[src/rtl/doll_gesture_sequencer.sv]
// Pose sequencer for the doll's two arm servos: plays one timed gesture per accepted
// request and an optional idle wave loop, with every step timed by a tick prescaler.
module doll_gesture_sequencer #(
    parameter int TICK_DIV  = 50000000,
    parameter int IDLE_WAVE = 1
) (
    input  logic       clk,
    input  logic       rst_n,
    input  logic       req_valid,
    input  logic [2:0] req_gesture,
    output logic       req_ready,
    input  logic       idle_en,
    output logic [2:0] pose,
    output logic       busy,
    output logic       done
);

    localparam int            PW        = (TICK_DIV > 1) ? $clog2(TICK_DIV) : 1;
    localparam logic [PW-1:0] TICK_LAST = PW'(TICK_DIV - 1);
    localparam logic          ANIM_ON   = (IDLE_WAVE != 0);
    localparam logic [2:0]    G_WAVE    = 3'd1;

    typedef enum logic [1:0] {
        IDLE,
        IDLE_ANIM,
        RUN
    } state_t;

    // Gesture ROM: pose shown at each step of each gesture.
    function automatic logic [2:0] rom_pose(input logic [2:0] g, input logic [1:0] s);
        logic [2:0] p;
        case (g)
            3'd1:    p = s[0] ? 3'd5 : 3'd4;
            3'd2:    p = 3'd1;
            3'd3:    p = s[0] ? 3'd4 : 3'd5;
            3'd4:    p = (s == 2'd2) ? 3'd3 : ((s == 2'd0) ? 3'd1 : 3'd2);
            3'd5:    p = s[0] ? 3'd2 : 3'd3;
            3'd6:    p = 3'd2;
            3'd7:    p = 3'd3;
            default: p = 3'd0;
        endcase
        return p;
    endfunction

    function automatic logic [1:0] rom_last_step(input logic [2:0] g);
        logic [1:0] n;
        case (g)
            3'd1, 3'd4, 3'd5: n = 2'd3;
            3'd3:             n = 2'd2;
            default:          n = 2'd0;
        endcase
        return n;
    endfunction

    // Dwell is stored as (ticks - 1); only the single-step gestures hold for two ticks.
    function automatic logic [1:0] rom_dwell_last(input logic [2:0] g);
        logic [1:0] d;
        case (g)
            3'd2, 3'd6, 3'd7: d = 2'd1;
            default:          d = 2'd0;
        endcase
        return d;
    endfunction

    state_t        state_q, state_d;
    logic [2:0]    gesture_q, gesture_d;
    logic [1:0]    step_q, step_d;
    logic [1:0]    dwell_q, dwell_d;
    logic [PW-1:0] presc_q, presc_d;
    logic [2:0]    pose_q, pose_d;
    logic          busy_q, busy_d;
    logic          done_q, done_d;
    logic          ready_q, ready_d;

    logic tick;
    logic accept;
    logic anim_req;

    assign tick     = (presc_q == TICK_LAST);
    assign accept   = req_valid & ready_q;
    assign anim_req = ANIM_ON & idle_en;

    always_ff @(posedge clk or negedge rst_n) begin
        if (!rst_n) begin
            state_q   <= IDLE;
            gesture_q <= 3'd0;
            step_q    <= 2'd0;
            dwell_q   <= 2'd0;
            presc_q   <= '0;
            pose_q    <= 3'd0;
            busy_q    <= 1'b0;
            done_q    <= 1'b0;
            ready_q   <= 1'b1;
        end else begin
            state_q   <= state_d;
            gesture_q <= gesture_d;
            step_q    <= step_d;
            dwell_q   <= dwell_d;
            presc_q   <= presc_d;
            pose_q    <= pose_d;
            busy_q    <= busy_d;
            done_q    <= done_d;
            ready_q   <= ready_d;
        end
    end

    always_comb begin
        state_d   = state_q;
        gesture_d = gesture_q;
        step_d    = step_q;
        dwell_d   = dwell_q;
        presc_d   = tick ? '0 : presc_q + PW'(1);
        pose_d    = pose_q;
        busy_d    = busy_q;
        ready_d   = ready_q;
        done_d    = 1'b0;

        // A request is only acceptable outside RUN, so it preempts both idle states.
        if (accept) begin
            state_d   = RUN;
            gesture_d = req_gesture;
            step_d    = 2'd0;
            dwell_d   = 2'd0;
            presc_d   = '0;
            pose_d    = rom_pose(req_gesture, 2'd0);
            busy_d    = 1'b1;
            ready_d   = 1'b0;
        end else begin
            case (state_q)
                IDLE: begin
                    presc_d = '0;
                    pose_d  = 3'd0;
                    if (anim_req) begin
                        state_d = IDLE_ANIM;
                        step_d  = 2'd0;
                        pose_d  = rom_pose(G_WAVE, 2'd0);
                    end
                end
                IDLE_ANIM: begin
                    if (!anim_req) begin
                        state_d = IDLE;
                        presc_d = '0;
                        pose_d  = 3'd0;
                    end else if (tick) begin
                        step_d = step_q + 2'd1;
                        pose_d = rom_pose(G_WAVE, step_q + 2'd1);
                    end
                end
                RUN: begin
                    if (tick) begin
                        if (dwell_q != rom_dwell_last(gesture_q)) begin
                            dwell_d = dwell_q + 2'd1;
                        end else if (step_q != rom_last_step(gesture_q)) begin
                            step_d  = step_q + 2'd1;
                            dwell_d = 2'd0;
                            pose_d  = rom_pose(gesture_q, step_q + 2'd1);
                        end else begin
                            // The done cycle doubles as the one-cycle rest before any wave restart.
                            state_d = IDLE;
                            step_d  = 2'd0;
                            dwell_d = 2'd0;
                            presc_d = '0;
                            pose_d  = 3'd0;
                            busy_d  = 1'b0;
                            ready_d = 1'b1;
                            done_d  = 1'b1;
                        end
                    end
                end
                default: begin
                    state_d = IDLE;
                end
            endcase
        end
    end

    assign pose      = pose_q;
    assign busy      = busy_q;
    assign done      = done_q;
    assign req_ready = ready_q;

endmodule

[config.mk]
export PLATFORM = sky130hd
export DESIGN_NAME = doll_gesture_sequencer
export DESIGN_NICKNAME = d
export VERILOG_FILES = /design/src/rtl/doll_gesture_sequencer.sv
export SDC_FILE = /design/constraint.sdc
export NUM_CORES = 1
export LEC_CHECK = 0
export BUFFER_PORTS_ARGS = -buffer_cell sky130_fd_sc_hd__buf_4
export CAP_MARGIN = 5
export CELL_PAD_IN_SITES_DETAIL_PLACEMENT = 1
export CELL_PAD_IN_SITES_GLOBAL_PLACEMENT = 2
export CORE_MARGIN = 3
export CORE_UTILIZATION = 41
export CTS_CLUSTER_SIZE = 16
export DETAILED_ROUTE_END_ITERATION = 7
export PLACE_DENSITY_LB_ADDON = 0.15
export SLEW_MARGIN = 20
export SYNTH_ARGS = -nofsm -noshare
export SYNTH_HDL_FRONTEND = slang
export SYNTH_SLANG_ARGS = --single-unit
[constraint.sdc]
create_clock -name clk -period 4.8 [get_ports clk]
set_input_delay 1.44 -clock clk [delete_from_list [all_inputs] [get_ports clk]]
set_output_delay 1.44 -clock clk [all_outputs]
set_load 0.02 [all_outputs]
* Word-level counts from Yosys, hierarchy flattened
Cells that the tools add are included.
** Storage, ports and cells
- Register bits after elaboration :: 41
** Cells by class
- Bitwise gates (word level) :: 1
- Multiplexer cells :: 65
- Reductions and logical operators :: 14
- Equal/unequal tests :: 30
- $add $sub $neg :: 3
** Operator list (number)
- two-way mux 26 bit :: 6
- case mux 26 bit (3 select lines) :: 1
- two-way mux 2 bit :: 26
- adder 26 x 1 -> 26 bit, second input constant :: 1
- equality test 26 bit, second input constant :: 1
- equality test 3 bit, second input constant :: 8
- two-way mux 3 bit :: 7
- != test 3 bit, second input constant :: 7
- case mux 3 bit (7 select lines) :: 1
- two-way mux 1 bit :: 19
- case mux 3 bit (5 select lines) :: 1
- equality test 3 x 2 -> 1 bit, second input constant :: 4
- case mux 2 bit (3 select lines) :: 2
- case mux 3 bit (3 select lines) :: 1
- AND reduction 4 bit :: 2
- equality test 3 x 1 -> 1 bit, second input constant :: 2
- AND reduction 6 bit :: 1
- OR reduction 3 bit :: 2
- AND reduction 5 bit :: 1
- adder 2 x 1 -> 2 bit, second input constant :: 2
- equality test 2 bit, second input constant :: 2
- logical NOT 2 bit :: 2
- != test 2 bit :: 2
- != test 2 bit, second input constant :: 2
- other kinds (8) :: 10

* Depth between registers and ports, before layout
- Depth in word-level cells :: 17
- Gate-level depth with buffers :: 10
- Gate-level depth less buffers :: 7

* Worst setup path before layout
No wires, ideal clock.
- Kind :: input port to flip-flop
- Start point :: input req_valid
- End point :: register pose_q[0], in the netlist pose[0]
- Stages :: 3
- Required time :: 4.675 ns
- Path slack :: 2.300 ns
- Arrival :: 2.375 ns
- Buffers on the path :: 0
- Cell sequence :: and2_1 -> o32ai_1 -> mux2_2
** Between the ends
- Word-level cells in the longest chain between the ends :: 3
** RTL lines
- start: declaration :: line 9 : input logic req_valid,
- bitwise AND 1 bit * :: line 80 : assign accept = req_valid & ready_q;
- != test 4 bit (no line), or another cell as far along
- AND reduction 4 bit (no line)
- end signal: assignment :: line 100 : pose_q <= pose_d;
- end: declaration :: line 70 : logic [2:0] pose_q, pose_d;
Mark *: on every way between the ends. The rest lies on a longest branch, timed or not.
A chain may end at the register's enable or synchronous reset.

* Final worst setup path
- Start point :: input req_valid
- End point :: register presc_q[11]
** Between the ends
- Word-level cells in the longest chain between the ends :: 2
** RTL lines
- bitwise AND 1 bit :: line 80
- two-way mux 26 bit :: line 119 : if (accept) begin
- via presc_d[11] :: line 69 : logic [PW-1:0] presc_q, presc_d;
- end signal: assignment :: line 99 : presc_q <= presc_d;
- end: declaration :: line 69
The timed path passes the listed nets, and every way through them passes these cells.

==> summary.txt <==
worst endpoint data arrival time = 3.15 ns
Max Root-Sink Buffers = 2
worst IR drop on VDD = 0.182 mV
RD Place Congestion = 0.801
final setup vio count = 0
drt total wl = 5480 um
status = finished clean
Synth Flop Type = dfrtp_1
htree depth = 2
clk_skew = 0.00875 ns
cell total after placement = 334
sequential area share after synthesis = 0.435
DR pass1 iterations = 4
WL/cell = 16.0 um
effective utilization at floorplan = 0.427
Pins Over Slew Limit = 0
Reg clk slew, reported paths = 0.08 ns
Synth area leader = dfrtp_1
YS warnings = 0
mapped cell area = 2360 um^2
final setup TNS = 0 ns
largest net degree at the start of global routing = 42
Post-synth EDFFs = 0
Post-Syn Nets = 272
die area = 6710 um^2
Total GRT Usage = 0.188
ant diodes = 0
commonest cells in the netlist = 40 x dfrtp_1, 38 x nor2_1, 26 x nand2_1, 20 x xor2_1, 17 x nand3_1
Hold Path Class = flip-flop to flip-flop
Max Clock Freq = 0.340 GHz
CTS Buf Count = 5
unrepaired setup endpoints after global routing = no
CP Data Required Time = 5.01 ns
first-pass GRT wire length = 9540 um
post-DR vias/cell = 5.53
initial antenna violation count = 0
Post CTS Setup Buffer Count = 0
Async SR Flop Fraction = 1.00
Synth area leaders = dfrtp_1 42%, xor2_1 7.4%, nor2_1 6.0%, nand2_1 4.1%, nand3_1 3.6%
CTS tree = yes
Detail Route Antenna Nets = 0
core area = 5540 um^2
share of layout cells above drive strength 1 = 0.122
Non-Filler Instances = 342
most common cell in the netlist = dfrtp_1
CTS resizes = 0
Post-Syn Instances = 259
Rows = 27
leakage power = 0.00123 uW
crit start category = input port
hold buffer count at CTS = 0
Cell Pwr Density = 346 nW/um^2
via count = 1891
Register Area = 1030 um^2
final period utilization = 0.612
Avg Inst Size Synth = 9.13 um^2
die width = 81.9 um
Slew @ Worst Pin = 0.871 ns
area of the multi-input gates = 1270 um^2
Distinct cells, synth = 51
fin nets = 282
CP Capture Type = flip-flop
number of global-route vias before repair = 1925
I/O Buffers = 12
FF+latch count, synth = 41
Synth top area share = 0.424
Relative slew margins = 0.415
GRT overflow = 0
Initial DRC Count = 64
fillers = 654
# IOs = 13
root buffer cell = clkbuf_8
minimum clock period after layout = 2.94 ns
Max FO, Critical Path = 25
critical path class = input port to flip-flop
post-DP HPWL = 3920 um
Worst-Skew Late Latency = 0.30 ns
Synth-to-Final Area Change = 12.0%
clock sink count = 41
DRC viols = 0
Finished Core Util = 0.478
max-cap violations = 0
Die Y = 81.9 um
final hold viol count = 0
==> cell type report <==
type / count / area share
Clock buffer: 5 / 0.0260
Clock inverter: 3 / 0.0246
Inverter: 9 / 0.0128
Multi-Input combinational cell: 200 / 0.480
Sequential cell: 41 / 0.388
Tap cell: 72 / 0.0340
Timing Repair Buffer: 12 / 0.0340
==> path summary, 6_finish.rpt <==
path / start / end / slack (ns) / cells past startpoint
max reg2reg: presc_q[0] / presc_q[18] / 2.29 / 5
max in group asynchronous: rst_n / req_ready / 3.33 / 1
min: busy / busy / 0.50 / 1
min reg2reg: busy / busy / 0.50 / 1
max: req_valid / presc_q[11] / 1.86 / 5
min in group asynchronous: rst_n / step_q[0] / 1.11 / 1
==> state kept, by name, indices dropped and copies added (netlist names) <==
name	flops
done	1
req_ready	1
busy	1
step_q	2
gesture_q	3
dwell_q	2
pose	3
state_q	2
presc_q	26
==> through the flow <==
step,worst slack (ns),instance area [um^2],hold slack [ns],power (uW)
after floorplan,2.30,2360,0.475,539
after global placement,1.63,2510,0.463,586
after detailed placement,1.57,2510,0.479,589
after CTS,1.86,2640,0.499,925
after global routing,1.71,2650,0.526,977
final,1.86,2650,0.500,916
==> worst max-delay path, cell delays in order <==
cell and delay [ns]:
buf_4 0.12, nand2_1 0.48, o21ai_0 0.25, or2b_1 0.60, a21oi_1 0.26
==> layer usage <==
layer,track usage,wire length [um]
met5,0,0
met4,0.0681,75
met3,0.0406,177
met2,0.278,2410
met1,0.270,2820
==> cells in the final DEF (no fill, tap or decap), types with 3 or more instances in the layout <==
cell type / n
xnor2_1: 3
o31ai_1: 4
nor3_1: 4
o2111ai_1: 3
mux2i_1: 4
clkbuf_8: 5
inv_1: 9
o21ai_0: 5
o22ai_1: 3
ha_1: 6
nor4_1: 3
and3_1: 5
xor2_1: 20
nand2b_1: 3
buf_4: 12
nand2_1: 26
nand3_1: 17
nor2_1: 38
a21oi_1: 7
mux2_2: 3
nand4_1: 10
o32ai_1: 3
and3_2: 3
dfrtp_1: 40
==> logic make-up (layout without fill, tap and decap cells) <==
group | after synthesis | in the layout | synth area share
and+or+nand+nor | 128 | 128 | 0.280
AOI/OAI and AO/OA | 36 | 36 | 0.107
buffers and inverters | 18 | 29 | 0.0302
xor gates and xnor gates | 23 | 23 | 0.0852
adders and majority gates | 6 | 6 | 0.0318
DFF | 41 | 41 | 0.435
muxes | 7 | 7 | 0.0312
==> report_power, final <==
part / switching [uW] / total (uW) / internal, uW
combinational: 79.3 / 146 / 66.9
clock: 127 / 334 / 207
sequential: 52.3 / 436 / 384
Power figures use the tool's default switching activity.
